==> src/rtl/i2s_pkg.sv <==
// Shared types and defaults for the I2S receive path.
// Holds the FSM state and channel enums used by i2s_rx.
package i2s_pkg;

  localparam int I2S_SAMPLE_W_DEFAULT = 24;

  typedef enum logic [1:0] {
    IDLE,
    SKIP,
    SHIFT,
    DRAIN
  } rx_state_t;

  typedef enum logic {
    CH_L = 1'b0,
    CH_R = 1'b1
  } chan_t;

endpackage

==> src/rtl/i2s_rx_edge_sync.sv <==
// Multi-flop synchronizer for an asynchronous pin plus a history
// flop, giving the synchronized level and its rise/fall strobes.
module edge_sync #(
  parameter int STAGES = 2
) (
  input  logic clk,
  input  logic rst,
  input  logic d,
  output logic level,
  output logic rise,
  output logic fall
);

  logic [STAGES-1:0] sync_q;
  logic [STAGES-1:0] sync_d;
  logic              hist_q;
  logic              hist_d;

  // Shift the pin into the chain and remember the previous level
  always_comb begin
    sync_d = {sync_q[STAGES-2:0], d};
    hist_d = sync_q[STAGES-1];
  end

  // Synchronizer and history registers
  always_ff @(posedge clk or posedge rst) begin
    if (rst) begin
      sync_q <= '0;
      hist_q <= 1'b0;
    end else begin
      sync_q <= sync_d;
      hist_q <= hist_d;
    end
  end

  assign level = sync_q[STAGES-1];
  assign rise  = level & ~hist_q;
  assign fall  = ~level & hist_q;

endmodule

==> src/rtl/i2s_rx.sv <==
// I2S receiver: oversamples SCLK/LRCLK/Din in the CLK domain and
// emits stereo pairs on valid/ready. Option macro: I2S_RX_OVERRUN_EN.
module i2s_rx
  import i2s_pkg::*;
#(
  parameter int SAMPLE_W    = I2S_SAMPLE_W_DEFAULT,
  parameter int SYNC_STAGES = 2
) (
  input  logic                CLK,
  input  logic                RESET,
  input  logic                SCLK,
  input  logic                LRCLK,
  input  logic                Din,
  output logic [SAMPLE_W-1:0] sample_left,
  output logic [SAMPLE_W-1:0] sample_right,
  output logic                sample_valid,
  input  logic                sample_ready,
  output logic                frame_err,
  output logic                overrun
);

  localparam int CNT_W = $clog2(SAMPLE_W);
  localparam logic [CNT_W-1:0] LAST = CNT_W'(SAMPLE_W - 1);

  logic sclk_level_unused;
  logic sclk_fall_unused;
  logic sclk_rise;
  logic lr_lvl;
  logic lr_rise;
  logic lr_fall;
  logic lr_edge;
  logic din;

  edge_sync #(.STAGES(SYNC_STAGES)) u_sclk (
    .clk  (CLK),
    .rst  (RESET),
    .d    (SCLK),
    .level(sclk_level_unused),
    .rise (sclk_rise),
    .fall (sclk_fall_unused)
  );

  edge_sync #(.STAGES(SYNC_STAGES)) u_lrclk (
    .clk  (CLK),
    .rst  (RESET),
    .d    (LRCLK),
    .level(lr_lvl),
    .rise (lr_rise),
    .fall (lr_fall)
  );

  assign lr_edge = lr_rise | lr_fall;

  logic [SYNC_STAGES-1:0] din_sync_q;
  logic [SYNC_STAGES-1:0] din_sync_d;

  rx_state_t             state_q, state_d;
  chan_t                 chan_q, chan_d;
  logic [CNT_W-1:0]      bit_cnt_q, bit_cnt_d;
  logic [SAMPLE_W-2:0]   shreg_q, shreg_d;
  logic [SAMPLE_W-1:0]   left_hold_q, left_hold_d;
  logic                  left_ok_q, left_ok_d;
  logic                  frame_err_q, frame_err_d;
  logic [SAMPLE_W-1:0]   left_q, left_d;
  logic [SAMPLE_W-1:0]   right_q, right_d;
  logic                  valid_q, valid_d;
  logic [SAMPLE_W-1:0]   word;
  logic                  pair_done;
  logic                  load;

  // Din only needs the synchronizer; it is sampled on sclk_rise
  always_comb begin
    din_sync_d = {din_sync_q[SYNC_STAGES-2:0], Din};
  end

  assign din  = din_sync_q[SYNC_STAGES-1];
  assign word = {shreg_q, din};

  // Frame alignment and bit capture FSM
  always_comb begin
    state_d     = state_q;
    chan_d      = chan_q;
    bit_cnt_d   = bit_cnt_q;
    shreg_d     = shreg_q;
    left_hold_d = left_hold_q;
    left_ok_d   = left_ok_q;
    frame_err_d = 1'b0;
    pair_done   = 1'b0;
    unique case (state_q)
      IDLE: begin
        if (lr_fall) begin
          state_d   = SKIP;
          chan_d    = CH_L;
          left_ok_d = 1'b0;
        end
      end
      SKIP: begin
        if (lr_edge) begin
          chan_d = chan_t'(lr_lvl);
        end else if (sclk_rise) begin
          state_d   = SHIFT;
          bit_cnt_d = '0;
        end
      end
      SHIFT: begin
        if (lr_edge) begin
          frame_err_d = 1'b1;
          left_ok_d   = 1'b0;
          chan_d      = chan_t'(lr_lvl);
          state_d     = SKIP;
        end else if (sclk_rise) begin
          shreg_d   = word[SAMPLE_W-2:0];
          bit_cnt_d = bit_cnt_q + 1'b1;
          if (bit_cnt_q == LAST) begin
            state_d = DRAIN;
            if (chan_q == CH_L) begin
              left_hold_d = word;
              left_ok_d   = 1'b1;
            end else begin
              pair_done = left_ok_q;
              left_ok_d = 1'b0;
            end
          end
        end
      end
      DRAIN: begin
        if (lr_edge) begin
          chan_d  = chan_t'(lr_lvl);
          state_d = SKIP;
        end
      end
      default: state_d = IDLE;
    endcase
  end

`ifdef I2S_RX_OVERRUN_EN
  logic overrun_q, overrun_d;
`endif

  // Output pair register and valid/ready handshake
  always_comb begin
    left_d  = left_q;
    right_d = right_q;
    valid_d = valid_q;
    load    = pair_done;
`ifdef I2S_RX_OVERRUN_EN
    overrun_d = overrun_q;
    if (pair_done && valid_q && !sample_ready) begin
      load      = 1'b0;
      overrun_d = 1'b1;
    end
`endif
    if (load) begin
      left_d  = left_hold_q;
      right_d = word;
      valid_d = 1'b1;
    end else if (valid_q && sample_ready && !pair_done) begin
      valid_d = 1'b0;
    end
  end

  // State and datapath registers
  always_ff @(posedge CLK or posedge RESET) begin
    if (RESET) begin
      din_sync_q  <= '0;
      state_q     <= IDLE;
      chan_q      <= CH_L;
      bit_cnt_q   <= '0;
      shreg_q     <= '0;
      left_hold_q <= '0;
      left_ok_q   <= 1'b0;
      frame_err_q <= 1'b0;
      left_q      <= '0;
      right_q     <= '0;
      valid_q     <= 1'b0;
    end else begin
      din_sync_q  <= din_sync_d;
      state_q     <= state_d;
      chan_q      <= chan_d;
      bit_cnt_q   <= bit_cnt_d;
      shreg_q     <= shreg_d;
      left_hold_q <= left_hold_d;
      left_ok_q   <= left_ok_d;
      frame_err_q <= frame_err_d;
      left_q      <= left_d;
      right_q     <= right_d;
      valid_q     <= valid_d;
    end
  end

`ifdef I2S_RX_OVERRUN_EN
  // Sticky overrun flag, cleared only by reset
  always_ff @(posedge CLK or posedge RESET) begin
    if (RESET) overrun_q <= 1'b0;
    else       overrun_q <= overrun_d;
  end
  assign overrun = overrun_q;
`else
  assign overrun = 1'b0;
`endif

  assign sample_left  = left_q;
  assign sample_right = right_q;
  assign sample_valid = valid_q;
  assign frame_err    = frame_err_q;

endmodule
==> config.mk <==
export PLATFORM = sky130hd
export DESIGN_NAME = i2s_rx
export DESIGN_NICKNAME = d
export VERILOG_FILES = /design/src/rtl/i2s_pkg.sv /design/src/rtl/i2s_rx_edge_sync.sv /design/src/rtl/i2s_rx.sv
export SDC_FILE = /design/constraint.sdc
export NUM_CORES = 1
export LEC_CHECK = 0
export BUFFER_PORTS_ARGS = -buffer_cell sky130_fd_sc_hd__buf_2
export CAP_MARGIN = 0
export CORE_ASPECT_RATIO = 0.7
export CORE_MARGIN = 2
export CORE_UTILIZATION = 55
export CTS_CLUSTER_DIAMETER = 60
export DETAILED_ROUTE_END_ITERATION = 10
export GPL_TIMING_DRIVEN = 0
export MAX_ROUTING_LAYER = met4
export PLACE_DENSITY = 0.74
export RECOVER_POWER = 50
export SLEW_MARGIN = 40
export SYNTH_ARGS = -nofsm -noshare
export SYNTH_HDL_FRONTEND = slang
export SYNTH_SLANG_ARGS = --single-unit
==> constraint.sdc <==
create_clock -name CLK -period 4 [get_ports CLK]
set_input_delay 0.4 -clock CLK [delete_from_list [all_inputs] [get_ports CLK]]
set_output_delay 0.4 -clock CLK [all_outputs]
set_load 0.1 [all_outputs]
==> run_results.csv <==
group,metric,value,unit
critical_path,slowest_cell_on_crit_path,"ha_1",
clock_tree,cts_max_path_buffers,2,
power,static-leakage-power,2.93,nW
logic_synthesis,syn-instance-count,284,
grt,grt_max_degree,74,
clock_tree,holdBufCountCts,1,
floorplan,die_width,112,um
critical_path,critical_path.max_stage_delay,0.42,ns
clock_tree,post_cts.resized_instances,0,
logic_synthesis,synth_seq_area_share,64.0,%
layout,area.growth.synth_to_final,24.2,%
floorplan,floorplan.die_area,0.00886,mm^2
sta,setup_ws,1.57,ns
clock_tree,cts-htree-levels,4,
critical_path,worst-endpoint-required,4.29,ns
layout,fin_nets,374,
sta,timing.setup.tns,0,ns
run_status,violated_checks,"capacitance limit, slew limit",
logic_synthesis,synth.top_cells.by_area,"dfrtp_1, mux2_2, mux2_1",
sta,max_clock_freq,412,MHz
logic_synthesis,synth_cell_type_count,31,
floorplan,num_io_pins,57,
power,cellPowerDensity,569,mW/mm^2
clock_tree,cts_root_buf,"clkbuf_16",
sta,min_period,2.43,ns
layout,sequential_cell_area,0.00285,mm^2
layout,multi_input_comb_area,0.00149,mm^2
placed_design,routabilityCongestion,0.805,
sta,setup_viol,0,
logic_synthesis,yosys_register_bits,114,
logic_synthesis,synth_commonest_cells,"dfrtp_1, mux2_2, mux2_1",
clock_tree,cts_tree,"yes",
logic_synthesis,ys_warn_count,0,
critical_path,crit_path_frequent_cell,"buf_6",
logic_synthesis,async_reset_ff_share,100,%
sta,layout_worst_path_cycle_share,60.7,%
layout,post-route-util,70.4,%
run,timing.max_cap.violations,1,
logic_synthesis,synth.avg_cell_area,15.7,um^2
clock_tree,clk_latency,0.41,ns
sta,timing_hold_violations_final,0,
logic_synthesis,synth_enable_flop_cells,0,
sta,grt_setup_unrepaired,"no",
grt,antenna_violations_before_repair,0,
floorplan,core_area,0.00787,mm^2
placed_design,dp_hpwl,5.03,mm
placed_design,port_buffers,55,
sta,finalMaxSlewViolations,42,
drt,drt_drc,0,
drt,route.detailed.vias_per_inst,5.29,
clock_tree,cts.repair_timing.setup_buffer_count,0,
logic_synthesis,yosys.cell_count.top_type,"dfrtp_1",
run_status,run_status,"complete, but fails checks",
logic_synthesis,postSynthNetCount,298,
logic_synthesis,mappedNetlistArea,0.00446,mm^2
grt,overflow,0,
critical_path,worstPathCellList,"inv_1 -> ha_1 -> nand2_2 -> or2_1 -> buf_6 -> nor3_4 -> buf_6 -> buf_6 -> mux2_1",
clock_tree,numCtsBuffers,17,
drt,route.antenna.remaining_nets,0,
critical_path,worst-endpoint-arrival,2.71,ns
sta,max_slew.worst_pin.slew,1.90,ns
sta,worst_clock_skew,0.00576,ns
critical_path,setup.worst_path.class,"flop to flop",
layout,insertedDiodeCount,0,
drt,first_pass_iters,4,
power,irDropWorstVdd,0.000498,V
clock_tree,sink_count_of_the_clock_tree,114,
logic_synthesis,yosys.area.top_type,"dfrtp_1",
layout,post_route_cells_drive_above_1_share,45.8,%
worst_hold_path,worst_hold_path_type,"input pin to flop",
floorplan,chipHeight,79.3,um
drt,post_drt_wl_per_cell,16.9,um
floorplan,initial_core_util,56.7,%
grt,globalRouteTotalUtil,21.0,%
drt,via_count,2506,
sta,timing.slew.headroom,-27.6,%
floorplan,rows,27,
logic_synthesis,synth.top_cell.area_share,64.0,%
grt,first_global_vias,2607,
critical_path,path_max_fanout,10,
logic_synthesis,synth_ff_type,"dfrtp_1",
placed_design,preCtsSetupSlack,1.53,ns
critical_path,timing.critical_path.to_type,"flop",
clock_tree,clkTransAtPathRegs,0.05,ns
grt,grt_first_pass_wirelength,13.5,mm
layout,layout.filler_cells,559,
drt,detail_route.iter0.violations,142,
drt,route.final.wire_length,8.03,mm
critical_path,timing.critical_path.from_type,"flop",
report_power, final:
part	switching [mW]	internal (mW)
clock	0.508	1.18
combinational	0.149	0.0944
sequential	0.0334	1.19
total	0.690	2.46
state kept, by name, indices dropped and copies added (netlist names), 2 cells and up:
register        count
bit_cnt_q           5
din_sync_q          2
sample_right       24
sample_left        24
u_sclk.sync_q       2
shreg_q            23
u_lrclk.sync_q      2
left_hold_q        24
state_q             2
cell type report:
type,count,share of cell area (%)
Clock inverter,11,3.75
Tap cell,101,2.28
Inverter,5,0.361
Clock buffer,21,8.13
Multi-Input combinational cell,152,27.0
Buffer,13,1.69
Timing Repair Buffer,57,5.31
Sequential cell,114,51.5
layout by cell type, fill, tap and decap left out, types with 2 or more instances in the layout:
master,netlist,routed
nand3_1,6,6
mux2_2,86,86
ha_1,8,8
nand2b_1,3,3
inv_1,5,4
buf_2,0,40
dfrtp_1,114,114
buf_6,3,3
o41ai_1,2,2
clkinv_2,0,4
or4b_1,2,2
nor2b_1,4,4
clkbuf_16,0,17
nor3_4,2,2
mux2_1,9,9
o21ai_0,5,5
nor2_1,2,2
nand2_1,8,8
mux2i_1,2,2
buf_4,6,6
clkbuf_1,4,22
bufinv_16,0,6
final timing paths:
| check | startpoint | end | slack (ns) | cells past startpoint |
|---|---|---|---|---|
| worst max-delay path | u_lrclk.sync_q[1]$_DFF_PP0_ | sample_right[5]$_DFFE_PP0P_ | 1.57 | 9 |
| worst min-delay path | LRCLK | u_lrclk.sync_q[0]$_DFF_PP0_ | 0.1 | 1 |
| worst max register to register | u_lrclk.sync_q[1]$_DFF_PP0_ | sample_right[5]$_DFFE_PP0P_ | 1.57 | 9 |
| worst min register to register | u_lrclk.sync_q[0]$_DFF_PP0_ | u_lrclk.sync_q[1]$_DFF_PP0_ | 0.35 | 0 |
| max in group asynchronous | RESET | shreg_q[20]$_DFFE_PP0P_ | 1.96 | 4 |
| min in group asynchronous | RESET | left_hold_q[9]$_DFFE_PP0P_ | 1.03 | 3 |
through the flow:
stage / instance area (um^2) / total power [mW] / std cells / hold slack, ns
floorplan: 4460 / 1.42 / 284 / 0.331
global placement: 4860 / 1.47 / 440 / 0.333
detailed placement: 4900 / 1.48 / 441 / 0.336
CTS: 5560 / 3.18 / 474 / 0.0782
global route: 5540 / 3.27 / 474 / 0.0823
finish: 5540 / 3.15 / 474 / 0.0970
critical path: cells and delay by family (launching register included):
| kind | cells | cell delay, ns |
|---|---|---|
| and+or+nand+nor | 3 | 0.62 |
| muxes | 1 | 0.33 |
| DFF | 1 | 0.35 |
| adders and majority gates | 1 | 0.42 |
| buffers and inverters | 4 | 0.57 |
kinds of logic after synthesis:
family	count (synthesis)	share of synthesized area [%]
buf+inv	18	2.53
fa+ha+maj	8	2.24
flops	114	64.0
mux	97	24.4
other cells	1	0.0841
simple gates	34	4.77
compound gates	12	1.96
per-layer routing:
| layer | track usage, % | routed length [um] | vias up |
|---|---|---|---|
| met5 | - | 0 | - |
| met4 | 8.15 | 66 | 0 |
| met3 | 7.18 | 378 | 6 |
| met2 | 29.8 | 3690 | 65 |
| met1 | 28.2 | 3900 | 1274 |
| li1 | - | - | 1161 |
No activity file was read; power rests on OpenSTA's default activity.
